`config.mk`:
```
export PLATFORM = sky130hd
export DESIGN_NAME = ili9488_byte_sequencer
export DESIGN_NICKNAME = d
export VERILOG_FILES = /design/src/rtl/ili9488_byte_sequencer.sv
export SDC_FILE = /design/constraint.sdc
export NUM_CORES = 1
export LEC_CHECK = 0
export ABC_AREA = 1
export ABC_CLOCK_PERIOD_IN_PS = 2300
export CAP_MARGIN = 20
export CELL_PAD_IN_SITES_DETAIL_PLACEMENT = 0
export CELL_PAD_IN_SITES_GLOBAL_PLACEMENT = 1
export CORE_MARGIN = 3
export CORE_UTILIZATION = 30
export CTS_BUF_LIST = sky130_fd_sc_hd__clkbuf_4 sky130_fd_sc_hd__clkbuf_8 sky130_fd_sc_hd__clkbuf_16
export DETAILED_ROUTE_END_ITERATION = 6
export PLACE_DENSITY_LB_ADDON = 0.1
export SYNTH_ARGS = -nofsm -noshare
export SYNTH_HDL_FRONTEND = slang
export SYNTH_SLANG_ARGS = --single-unit
```
`constraint.sdc`:
```
create_clock -name clk_in -period 2.3 [get_ports clk_in]
set_clock_uncertainty 0.15 [all_clocks]
set_input_delay 0.345 -clock clk_in [delete_from_list [all_inputs] [get_ports clk_in]]
set_output_delay 0.345 -clock clk_in [all_outputs]
set_load 0.01 [all_outputs]
```
`src/rtl/ili9488_byte_sequencer.sv`:
```
// ili9488_byte_sequencer: FIFO-buffered command/data byte pacer feeding the ILI9488 SPI serialiser.
// Define SEQ_DELAY_EN to make kind-10 entries timed delays instead of discarded entries.
module ili9488_byte_sequencer #(
  parameter int DEPTH       = 4,
  parameter int BYTE_CYCLES = 9,
  parameter int GAP_CYCLES  = 2,
  parameter int DELAY_UNIT  = 1000
) (
  input  logic                       clk_in,
  input  logic                       rst_in,
  input  logic                       in_valid,
  output logic                       in_ready,
  input  logic [1:0]                 in_kind,
  input  logic [7:0]                 in_byte,
  output logic [$clog2(DEPTH+1)-1:0] fifo_level,
  output logic                       busy_out,
  output logic                       send_data_out,
  output logic [7:0]                 data_byte_out,
  output logic                       dc_out
);
  localparam int LW = $clog2(DEPTH + 1);
  localparam int PW = $clog2(DEPTH);
  localparam int M1 = BYTE_CYCLES > GAP_CYCLES ? BYTE_CYCLES : GAP_CYCLES;
  localparam int M2 = M1 > 256 * DELAY_UNIT ? M1 : 256 * DELAY_UNIT;
  localparam int CW = $clog2(M2 + 1);
`ifdef SEQ_DELAY_EN
  typedef enum logic [1:0] {IDLE, SEND, GAP, DELAY} state_t;
`else
  typedef enum logic [1:0] {IDLE, SEND, GAP} state_t;
`endif
  logic [9:0]    r_mem [DEPTH];
  logic [PW-1:0] r_wr, r_rd;
  logic          r_full;
  logic [CW-1:0] r_cnt, w_cnt;
  state_t        r_state, w_state;
  logic          w_push, w_pop, w_send, w_dc;
  logic [7:0]    w_byte;
  logic [9:0]    w_head;
  logic [LW-1:0] w_level;
  assign in_ready = !r_full;
  assign w_push   = in_valid && !r_full;
  assign w_pop    = r_state == IDLE && fifo_level != '0;
  assign w_head   = r_mem[r_rd];
  assign w_level  = fifo_level + LW'(w_push) - LW'(w_pop);
  assign busy_out = r_state != IDLE || fifo_level != '0;
  always_comb begin
    w_state = r_state;
    w_cnt   = r_cnt;
    w_send  = send_data_out;
    w_byte  = data_byte_out;
    w_dc    = dc_out;
    case (r_state)
      IDLE: if (w_pop) begin
        if (!w_head[9]) begin
          w_state = SEND;
          w_cnt   = CW'(BYTE_CYCLES - 1);
          w_send  = 1'b1;
          w_byte  = w_head[7:0];
          w_dc    = w_head[8];
        end
`ifdef SEQ_DELAY_EN
        else if (!w_head[8]) begin
          w_state = DELAY;
          w_cnt   = w_head[7:0] == '0 ? '0 : CW'(w_head[7:0]) * CW'(DELAY_UNIT) - CW'(1);
        end
`endif
        else begin
          w_state = GAP;
          w_cnt   = CW'(GAP_CYCLES - 1);
        end
      end
      SEND: begin
        w_state = r_cnt == '0 ? GAP : SEND;
        w_cnt   = r_cnt == '0 ? CW'(GAP_CYCLES - 1) : r_cnt - CW'(1);
        w_send  = r_cnt != '0;
      end
      GAP: begin
        w_state = r_cnt == '0 ? IDLE : GAP;
        w_cnt   = r_cnt == '0 ? r_cnt : r_cnt - CW'(1);
      end
`ifdef SEQ_DELAY_EN
      DELAY: begin
        w_state = r_cnt == '0 ? GAP : DELAY;
        w_cnt   = r_cnt == '0 ? CW'(GAP_CYCLES - 1) : r_cnt - CW'(1);
      end
`endif
      default: w_state = IDLE;
    endcase
  end
  always_ff @(posedge clk_in) begin
    if (rst_in) begin
      r_state       <= IDLE;
      r_cnt         <= '0;
      send_data_out <= 1'b0;
      data_byte_out <= 8'h00;
      dc_out        <= 1'b0;
      r_wr          <= '0;
      r_rd          <= '0;
      fifo_level    <= '0;
      r_full        <= 1'b0;
    end else begin
      r_state       <= w_state;
      r_cnt         <= w_cnt;
      send_data_out <= w_send;
      data_byte_out <= w_byte;
      dc_out        <= w_dc;
      r_wr          <= r_wr + PW'(w_push);
      r_rd          <= r_rd + PW'(w_pop);
      fifo_level    <= w_level;
      r_full        <= w_level == LW'(DEPTH);
    end
  end
  always_ff @(posedge clk_in) begin
    if (w_push) r_mem[r_wr] <= {in_kind, in_byte};
  end
endmodule
```
==> results of run 1 <==
## cells by family (layout without fill, tap and decap cells)
logic type / after synthesis / count (layout) / share of synthesized area [%]
and+or+nand+nor: 218 / 218 / 28.5
DFF: 78 / 78 / 52.7
buffers and inverters: 68 / 116 / 7.62
AOI/OAI and AO/OA: 45 / 45 / 6.48
adders and majority gates: 10 / 10 / 3.56
xor gates and xnor gates: 5 / 5 / 1.18
## worst max-delay path, stage by stage (launching register included)
cell,delay [ns]
sky130_fd_sc_hd__dfxtp_2,0.35
sky130_fd_sc_hd__inv_1,0.06
sky130_fd_sc_hd__ha_1,0.19
sky130_fd_sc_hd__inv_1,0.05
sky130_fd_sc_hd__nor2_1,0.05
sky130_fd_sc_hd__ha_1,0.29
sky130_fd_sc_hd__inv_1,0.04
sky130_fd_sc_hd__ha_1,0.18
sky130_fd_sc_hd__fa_1,0.38
sky130_fd_sc_hd__xnor2_1,0.16
sky130_fd_sc_hd__nand2_1,0.09
sky130_fd_sc_hd__nor3_2,0.10
## cell usage in the layout, fill, tap and decap left out, types with 2 or more instances in the layout
cell type	count
sky130_fd_sc_hd__nor3_1	6
sky130_fd_sc_hd__nand2_1	67
sky130_fd_sc_hd__nor2_1	78
sky130_fd_sc_hd__a31oi_1	9
sky130_fd_sc_hd__nand3_1	23
sky130_fd_sc_hd__inv_2	2
sky130_fd_sc_hd__dfxtp_1	36
sky130_fd_sc_hd__xor2_1	2
sky130_fd_sc_hd__inv_6	4
sky130_fd_sc_hd__nor2_4	12
sky130_fd_sc_hd__nand4_1	13
sky130_fd_sc_hd__edfxtp_1	40
sky130_fd_sc_hd__buf_4	19
sky130_fd_sc_hd__a21oi_1	3
sky130_fd_sc_hd__o21ai_0	30
sky130_fd_sc_hd__dfxtp_2	2
sky130_fd_sc_hd__nor2_2	7
sky130_fd_sc_hd__inv_1	51
sky130_fd_sc_hd__nand2_2	5
sky130_fd_sc_hd__ha_1	9
sky130_fd_sc_hd__clkbuf_16	9
sky130_fd_sc_hd__xnor2_1	3
sky130_fd_sc_hd__clkdlybuf4s50_1	26
## synth_stat cells, drive strengths merged
library cell / n / area share, %
dfxtp: 38 / 20
nand4: 14 / 2.8
clkinv: 1 / 0.10
fa: 1 / 0.54
ha: 9 / 3.0
o21ai: 31 / 4.2
buf: 10 / 1.8
xnor2: 3 / 0.71
nand2: 74 / 8.2
a21oi: 3 / 0.40
nand3b: 1 / 0.20
inv: 53 / 5.3
clkbuf: 4 / 0.40
nor3: 7 / 0.94
a31oi: 9 / 1.5
o211ai: 1 / 0.20
xor2: 2 / 0.47
nor2: 97 / 13
edfxtp: 40 / 32
a211oi: 1 / 0.20
nand3: 24 / 3.6
and2: 1 / 0.20
## through the flow
step | power (W) | setup TNS [ns] | hold WS (ns) | worst slack, ns
after floorplan | 0.00503 | 0 | 0.273 | 0.142
after global placement | 0.00601 | -0.00298 | 0.334 | -0.00298
after detailed placement | 0.00603 | -0.0576 | 0.344 | -0.0576
after CTS | 0.00754 | 0 | 0.357 | 0.0297
after global routing | 0.00822 | 0 | 0.368 | 0.0200
final | 0.00744 | 0 | 0.344 | 0.139
## layout make-up
class	instances	area [um^2]
inverters	54	203
clock inverters	7	78.8
multi-input cells	278	1490
well taps	168	210
repair buffers	46	412
fillers	1234	7470
clock buffers	9	225
flip-flops and latches	78	1960
## sequential cells by signal, summed over array words and instances, names as in the netlist
register,cells
r_mem,40
r_cnt,18
data_byte_out,8
fifo_level,3
r_rd,2
r_state,2
r_wr,2
dc_out,1
r_full,1
send_data_out,1
## power by group
part / switching [W] / internal [W] / leakage [nW] / total (W)
Sequential: 0.000225 / 0.00183 / 0.679 / 0.00206
Combinational: 0.00248 / 0.00144 / 1.05 / 0.00392
Clock: 0.000606 / 0.000856 / 0.151 / 0.00146
Total: 0.00331 / 0.00413 / 1.88 / 0.00744
## per-layer routing
layer	vias up	global-route usage, %	wire (um)
li1	1469	-	-
met1	1275	16.7	4050
met2	30	22.1	4070
met3	6	2.99	212
met4	0	4.18	106
met5	-	0	0
## repair_timing
action                     in CTS  in global routing
gates resized for setup         1                  4
buffers inserted                0                  1
setup endpoints to repair       1                  4
## worst max path at each step
stage | slack [ns] | end
after CTS | 0.03 | r_full$_SDFF_PP0_
after detailed placement | -0.06 | r_full$_SDFF_PP0_
after global placement | -0.003 | r_full$_SDFF_PP0_
final | 0.14 | r_full$_SDFF_PP0_
after global routing | 0.02 | r_full$_SDFF_PP0_
after floorplan | 0.14 | r_full$_SDFF_PP0_
==> implementation parameters, run 1 <==
Parameter                              Value

CTS
  Max Root-Sink Buffers    2
  Count of clock tree sinks    between 70 and 80
  Depth of the CTS H-tree    3
  Inserted Clock Buffers    9
  CTS Root Buffer Type    sky130_fd_sc_hd__clkbuf_16
  Total of hold buffers inserted after clock tree synthesis    0
  Clock latency reported for the late side of the worst-skew pair    about 0.33 ns
  Clock-pin slew on the worst setup and hold paths    approximately 0.060 ns
  TritonCTS clock tree    built

Yosys
  Synthesized area    ~3700 um^2
  Synth Net Count    447
  Count of distinct cell types in the synthesized netlist    33
  Share of the yosys chip area belonging to registers    ~53%
  Average cell area after synthesis    8.79 um^2
  Synthesis warning total    0
  Synthesized instance count    between 400 and 500
  Post-synthesis sequential element count    a little under 80

Finish
  NumNets Final    between 400 and 500
  Area of all placed cells without fillers    between 4000 and 5000 um^2
  Inserted Diodes    0
  Relative area change from synthesis to final layout    23.1%
  Final core utilization    between 30% and 40%
  Fraction of final layout cells sized beyond drive strength 1    14.6%
  Final std cells w/o fill    between 600 and 700

Placement
  Detailed Place HPWL    roughly 5700 um
  IO buf count    27
  Weighted congestion reported at the end of routability-driven placement    0.746
  Post-DP Area    between 4000 and 5000 um^2
  Number of cells after detailed placement    slightly above 600

Worst setup path
  Arrival time worst endpoint    about 2.3 ns
  Worst reg2reg path startpoint    r_state[1]$_SDFFE_PP0P_
  Length in cells of the worst reg-to-reg path    11
  FF-to-FF setup slack    0.14 ns
  Reg2Reg Capture Point    r_full$_SDFF_PP0_
  CP Capture Type    flop
  Kind of critical path    reg -> reg
  Type of origin of the critical path    flop
  Crit. Startpoint    r_state[1]$_SDFFE_PP0P_
  Data required time of the critical path    approximately 2.4 ns
  Top fanout value on the critical path    4

Die
  Die Outline Area    approximately 14000 um^2
  Die outline width    117 um
  Std-Cell Core Area    approximately 12000 um^2
  Starting density of the core    a little under a third
  Die height    117 um
  Site Rows    40
  Number of I/O pins    28

Drt
  Vias per cell    around 4.3
  Wire length reported by the detailed router    between 8000 and 9000 um
  Detailed-route wire length per cell    13.2 um
  Routed via count    ~2800
  Detail Route Antenna Nets    0
  Pre-Repair DR Iteration Count    4
  Number of DRC markers after the initial detailed-route iteration    between 90 and 100
  Drc violations    0

Min path
  Worst hold stages    2
  Endpoint of the worst hold-timing path    r_state[1]$_SDFFE_PP0P_
  Hold Startpoint    r_state[1]$_SDFFE_PP0P_
  Worst hold path class    reg -> reg

Power
  Largest voltage drop on the vdd net    642 uV
  Leakage power of the design    1.88 nW
  Pwr Density    around 1600 nW/um^2

Global routing
  Via count of the first global-routing pass    roughly 2800
  Total congestion overflow    0
  Largest net degree at the start of global routing    22
  Total Routing Usage GR    a little over an eighth
  First-pass GRT wire length    14300 um
  Initial antenna violation count    0

STA
  Period utilization    about 94%
  Fmax    463 MHz
  Count of final setup violators    0
  Period minus WS final    roughly 2.2 ns
  Slew @ Worst Pin    between 0.4 and 0.5 ns
  Final hold vios    0
  Rel. slew slack    between 70% and 80%
  RSZ-0062 raised after global routing    false
  Final Max Tran Viols    0

Status
  Outcome    complete, no violations

Flow run
  Max-cap violations    0
Note: power is estimated with default switching activity, not from simulation.
==> inputs of run 2 (changes only) <==
ABC_CLOCK_PERIOD_IN_PS = 1900   (was 2300)
clock period = 1.9 ns   (was 2.3 ns; I/O delays follow)
==> run 2 against run 1 <==
Effect of this change: the flow now finishes with violations (setup timing); die area unchanged; first-iteration DRC count decreased by 16%; routed wire length decreased by 3.9%; largest cell class unchanged; largest power group unchanged.
==> implementation parameters, run 2 (synthesis gave the netlist of run 1 again) <==
Parameter                              Value

Status
  Outcome    complete, but fails checks
  Violated checks    setup timing

Drt
  Routed via count    2849 (+2.5%)
  Detail Route Antenna Nets    0 (unchanged)
  Number of DRC markers after the initial detailed-route iteration    77 (-16%)
  Wire length reported by the detailed router    8110 um (-3.9%)
  Drc violations    0 (unchanged)
  Pre-Repair DR Iteration Count    4 (unchanged)
  Detailed-route wire length per cell    12.3 um (-7.0%)
  Vias per cell    4.31 (-0.77%)

Die
  Site Rows    40 (unchanged)
  Die Outline Area    13800 um^2 (unchanged)
  Die outline width    117 um (unchanged)
  Die height    117 um (unchanged)
  Number of I/O pins    28 (unchanged)
  Starting density of the core    30.9% (unchanged)
  Std-Cell Core Area    12100 um^2 (unchanged)

CTS
  Clock latency reported for the late side of the worst-skew pair    0.34 ns (about the same)
  Clock-pin slew on the worst setup and hold paths    0.07 ns (about the same)
  Max Root-Sink Buffers    2 (unchanged)
  CTS Root Buffer Type    sky130_fd_sc_hd__clkbuf_16
  Inserted Clock Buffers    9 (unchanged)
  Depth of the CTS H-tree    3 (unchanged)
  Total of hold buffers inserted after clock tree synthesis    0 (unchanged)
  Count of clock tree sinks    78 (unchanged)
  TritonCTS clock tree    built

Worst setup path
  Type of origin of the critical path    flop
  Top fanout value on the critical path    2 (-2)
  CP Capture Type    flop
  Arrival time worst endpoint    2.10 ns (-0.18 ns)
  Kind of critical path    reg -> reg
  Data required time of the critical path    2.02 ns (-0.39 ns)

Placement
  Weighted congestion reported at the end of routability-driven placement    0.693 (-7.2%)
  Number of cells after detailed placement    644 (+3.4%)
  Detailed Place HPWL    5870 um (+2.3%)
  Pre-CTS worst setup slack    -0.333 ns (-0.275 ns)
  IO buf count    27 (unchanged)

STA
  Slew @ Worst Pin    0.342 ns (-0.0924 ns)
  Count of final setup violators    3 (+3)
  Rel. slew slack    77.0% (+6.0 points)
  Final Max Tran Viols    0 (unchanged)
  Period minus WS final    1.98 ns (-0.183 ns)
  Hold WS    0.363 ns (+0.0196 ns)
  Period utilization    104% (+10 points)
  Final hold vios    0 (unchanged)
  Fmax    505 MHz (+9.2%)
  RSZ-0062 raised after global routing    true
  Slack of the critical path    -0.0783 ns (-0.217 ns)

Flow run
  Max-cap violations    0 (unchanged)

Finish
  Most common library cell in the layout ignoring fill and taps    sky130_fd_sc_hd__nor2_1
  Relative area change from synthesis to final layout    31.3%
  Largest register FFs    40 (unchanged)
  NumNets Final    511 (+4.3%)
  Most frequent cells in the layout    sky130_fd_sc_hd__nor2_1 (76), sky130_fd_sc_hd__nand2_1 (66), sky130_fd_sc_hd__inv_1 (45)
  Inserted Diodes    0 (unchanged)
  Area occupied by multi-input gates    1560 um^2 (+4.7%)
  Register name with the most flops    r_mem
  Fraction of final layout cells sized beyond drive strength 1    21.7% (+7.1 points)
  Top flop regs    r_mem x40, r_cnt x18, data_byte_out x8
  Final std cells w/o fill    661 (+3.3%)
  Number of fillers in the final layout    1216 (-1.5%)
  Register area    1970 um^2 (about the same)

Min path
  Worst hold path class    reg -> reg

Global routing
  Largest net degree at the start of global routing    20 (-9.1%)
  Total Routing Usage GR    12.6% (-0.55 points)
  Via count of the first global-routing pass    2838 (+1.1%)
  Total congestion overflow    0 (unchanged)
  Initial antenna violation count    0 (unchanged)
  First-pass GRT wire length    13800 um (-3.4%)

Power
  Sw power    0.00421 W (+27%)
  Overall power    0.00991 W (+33%)
  Cell-internal power    0.00570 W (+38%)
  Power share of the clock group    18.2% (-1.4 points)
  Sw Ratio    42.4% (-2.1 points)
  Leakage power of the design    2.02 nW (+7.1%)
  Largest voltage drop on the vdd net    599 uV (-6.7%)
  Sequential share of power    25.3% (-2.3 points)
  Pwr Density    2030 nW/um^2 (+25%)
  Combinational share of power    56.5% (+3.8 points)
[run 2: power groups by stage]
stage               combinational (W)  sequential (W)  clock [W]
finish                        0.00560         0.00251    0.00181
global route                  0.00637         0.00256    0.00193
floorplan                     0.00361         0.00254          0
detailed placement            0.00539         0.00253          0
CTS                           0.00542         0.00251    0.00185
global placement              0.00537         0.00253          0
[run 2: repair_timing]
item	4_1_cts	5_1_grt
resized for setup	2	17
endpoints found under the setup margin	4	20
pin swaps	0	5
buffers inserted	0	1
[run 2: layout make-up]
class                      count  share of cell area [%]
tap                          168                    4.30
sequential                    78                    40.2
clock inverter                 7                    1.84
inverter                      54                    4.14
timing repair buffer          67                    13.0
clock buffer                   9                    4.60
multi-input combinational    278                    32.0
[run 2: per-stage QoR]
step | cell area, um^2 | util, % | setup TNS (ns)
floorplan | 3750 | - | -0.130
global placement | 4500 | 37.3 | -0.738
detailed placement | 4500 | 37.3 | -0.840
CTS | 4820 | 39.9 | -0.225
global route | 4890 | 40.6 | -0.469
finish | 4890 | 40.6 | -0.170
[run 2: per-layer routing]
layer / GRT usage, % / part of all wire (%)
met5: 0 / 0
met4: 4.84 / 1.7
met3: 3.28 / 3.1
met2: 21.5 / 51
met1: 15.1 / 44
[run 2: worst paths after layout]
kind | end | start | slack, ns | cells after the start
worst max-delay path | r_full$_SDFF_PP0_ | fifo_level[1]$_SDFF_PP0_ | -0.08 | 9
worst min-delay path | send_data_out$_SDFFE_PP0P_ | send_data_out$_SDFFE_PP0P_ | 0.36 | 2
worst max register to register | r_full$_SDFF_PP0_ | fifo_level[1]$_SDFF_PP0_ | -0.08 | 9
worst min register to register | send_data_out$_SDFFE_PP0P_ | send_data_out$_SDFFE_PP0P_ | 0.36 | 2
[run 2: worst max-delay path, cell delays in order (launching register included)]
cell                      delay, ns
sky130_fd_sc_hd__dfxtp_2       0.33
sky130_fd_sc_hd__nor3_4        0.22
sky130_fd_sc_hd__nor2_4        0.07
sky130_fd_sc_hd__ha_4          0.26
sky130_fd_sc_hd__inv_2         0.04
sky130_fd_sc_hd__ha_4          0.14
sky130_fd_sc_hd__fa_2          0.36
sky130_fd_sc_hd__xnor2_2       0.14
sky130_fd_sc_hd__nand2_1       0.09
sky130_fd_sc_hd__nor3_2        0.10
==> inputs of run 3 (changes only) <==
--- a/constraint.sdc
+++ b/constraint.sdc
@@ -4,2 +4,2 @@
 set_output_delay 0.285 -clock clk_in [all_outputs]
-set_load 0.01 [all_outputs]
+set_load 0.05 [all_outputs]
==> run 3 against run 2 <==
Effect of this change: first-iteration DRC count is 21% higher; maximum frequency is 2.4% lower; via count hardly changed; the flow still finishes with violations (setup timing); highest routed layer unchanged; register-to-register slack worse by 0.05 ns; flip-flop and latch count stayed put; worst setup slack worse by 0.049 ns.
==> implementation parameters, run 3 (synthesis gave the netlist of run 1 again) <==
Parameter                              Value

Status
  Outcome    complete, but fails checks
  Violated checks    setup timing

CTS
  Total of hold buffers inserted after clock tree synthesis    0 (unchanged)
  Depth of the CTS H-tree    3 (unchanged)
  Clock-pin slew on the worst setup and hold paths    0.06 ns (about the same)
  Clock latency reported for the late side of the worst-skew pair    0.34 ns (about the same)
  CTS Root Buffer Type    sky130_fd_sc_hd__clkbuf_16
  Inserted Clock Buffers    9 (unchanged)
  Max Root-Sink Buffers    2 (unchanged)
  Count of clock tree sinks    78 (unchanged)
  TritonCTS clock tree    built

Worst setup path
  Type of origin of the critical path    flop
  Crit path cell chain    inv_2 > ha_4 > inv_2 > nor2_4 > ha_1 > inv_1 > ha_2 > fa_2 > xnor2_2 > nand2_1 > nor3_2
  Most frequent cell on the critical path    sky130_fd_sc_hd__inv_2
  Peak per-stage delay on the critical path    0.35 ns (about the same)
  CP top delay family    adder cells
  Count of buffering cells on the critical path with inverters included    3 (+2)
  Data required time of the critical path    2.01 ns (about the same)
  Arrival time worst endpoint    2.14 ns (+0.04 ns)
  Highest-delay cell along the critical path    sky130_fd_sc_hd__fa_2
  CP Capture Type    flop
  Kind of critical path    reg -> reg
  Top fanout value on the critical path    2 (unchanged)

STA
  Final Max Tran Viols    0 (unchanged)
  Slew @ Worst Pin    0.274 ns (-0.0684 ns)
  Period utilization    107% (+2.6 points)
  Period minus WS final    2.03 ns (+0.0492 ns)
  Final hold vios    0 (unchanged)
  Slack of the critical path    -0.128 ns (-0.0492 ns)
  Rel. slew slack    81.6% (+4.6 points)
  Hold WS    0.364 ns (+0.000264 ns)
  Fmax    493 MHz (-2.4%)
  RSZ-0062 raised after global routing    true
  Total negative setup slack    -0.334 ns (-0.164 ns)
  Count of final setup violators    3 (unchanged)

Die
  Die Outline Area    13800 um^2 (unchanged)
  Die outline width    117 um (unchanged)
  Starting density of the core    30.9% (unchanged)
  Die height    117 um (unchanged)
  Site Rows    40 (unchanged)
  Number of I/O pins    28 (unchanged)
  Std-Cell Core Area    12100 um^2 (unchanged)

Finish
  Largest register FFs    40 (unchanged)
  Fraction of final layout cells sized beyond drive strength 1    25.1% (+3.4 points)
  Register name with the most flops    r_mem
  Relative area change from synthesis to final layout    29.1%
  Inserted Diodes    0 (unchanged)
  Final core utilization    39.9% (-0.69 points)
  Most common library cell in the layout ignoring fill and taps    sky130_fd_sc_hd__nor2_1
  Most frequent cells in the layout    sky130_fd_sc_hd__nor2_1 (76), sky130_fd_sc_hd__nand2_1 (66), sky130_fd_sc_hd__buf_4 (52)
  Top flop regs    r_mem x40, r_cnt x18, data_byte_out x8
  NumNets Final    512 (+0.20%)

Global routing
  First-pass GRT wire length    13900 um (+0.50%)
  Total Routing Usage GR    12.7% (+0.13 points)
  Initial antenna violation count    0 (unchanged)
  Via count of the first global-routing pass    2809 (-1.0%)
  Largest net degree at the start of global routing    24 (+20%)
  Total congestion overflow    0 (unchanged)

Drt
  Wire length reported by the detailed router    8290 um (+2.2%)
  Routed via count    2847 (-0.070%)
  Detail Route Antenna Nets    0 (unchanged)
  Number of DRC markers after the initial detailed-route iteration    93 (+21%)
  Pre-Repair DR Iteration Count    4 (unchanged)
  Drc violations    0 (unchanged)
  Vias per cell    4.30 (-0.22%)
  Detailed-route wire length per cell    12.5 um (+2.1%)

Placement
  IO buf count    27 (unchanged)
  Detailed Place HPWL    5890 um (+0.33%)
  Weighted congestion reported at the end of routability-driven placement    0.764 (+10%)

Flow run
  Max-cap violations    0 (unchanged)

Min path
  Worst hold path class    reg -> reg
==> run 3: changes by cell type in the layout (fill, tap and decap cells not counted), moves of 2 or more <==
cell and change:
sky130_fd_sc_hd__buf_4 +19, sky130_fd_sc_hd__buf_6 -2, sky130_fd_sc_hd__clkdlybuf4s50_1 -14, sky130_fd_sc_hd__dfxtp_1 -3, sky130_fd_sc_hd__dfxtp_4 +2, sky130_fd_sc_hd__ha_2 +2
sky130_fd_sc_hd__ha_4 -2, sky130_fd_sc_hd__inv_2 -3
==> run 3: final cells by class <==
class | count | area [um^2]
clock buffer | 10 | 233
clock inverter | 6 | 43.8
fill | 1224 | 7250
inverter | 54 | 209
multi-input combinational | 278 | 1550
sequential | 78 | 1970
tap | 168 | 210
timing repair buffer | 68 | 591
==> run 3: worst register-to-register path: cells and delay by family, from the launching register on <==
family | cells | cell delay (ns)
xor gates and xnor gates | 1 | 0.14
adders and majority gates | 4 | 0.93
buffers and inverters | 3 | 0.15
DFF | 1 | 0.33
and+or+nand+nor | 3 | 0.24
==> run 3: worst paths after layout <==
path	slack, ns	end	startpoint	depth (start not counted)
min	0.36	send_data_out$_SDFFE_PP0P_	send_data_out$_SDFFE_PP0P_	2
min reg2reg	0.36	send_data_out$_SDFFE_PP0P_	send_data_out$_SDFFE_PP0P_	2
max	-0.13	r_full$_SDFF_PP0_	r_state[1]$_SDFFE_PP0P_	11
max reg2reg	-0.13	r_full$_SDFF_PP0_	r_state[1]$_SDFFE_PP0P_	11
==> run 3: routing by layer <==
metal	track usage (%)	part of all wire [%]
met5	0	0
met4	4.55	1.5
met3	3.76	3.0
met2	21.9	50
met1	15.0	45
==> run 3: per-stage QoR <==
| step | setup WS (ns) | instances | area [um^2] |
|---|---|---|---|
| detailed placement | -0.385 | 643 | 4470 |
| floorplan | -0.115 | 424 | 3770 |
| finish | -0.128 | 662 | 4810 |
| global placement | -0.301 | 643 | 4470 |
| global route | -0.210 | 662 | 4810 |
| CTS | -0.133 | 659 | 4760 |
==> run 3: what timing repair did <==
| item | 4_1_cts | 5_1_grt |
|---|---|---|
| resized for setup | 5 | 8 |
| buffers inserted | 0 | 3 |
| pin swaps | 0 | 4 |
| endpoints found under the setup margin | 3 | 20 |
Power of run 3 is not shown: default switching activity piles up to over one toggle a cycle in this logic, so the estimate is an artifact.
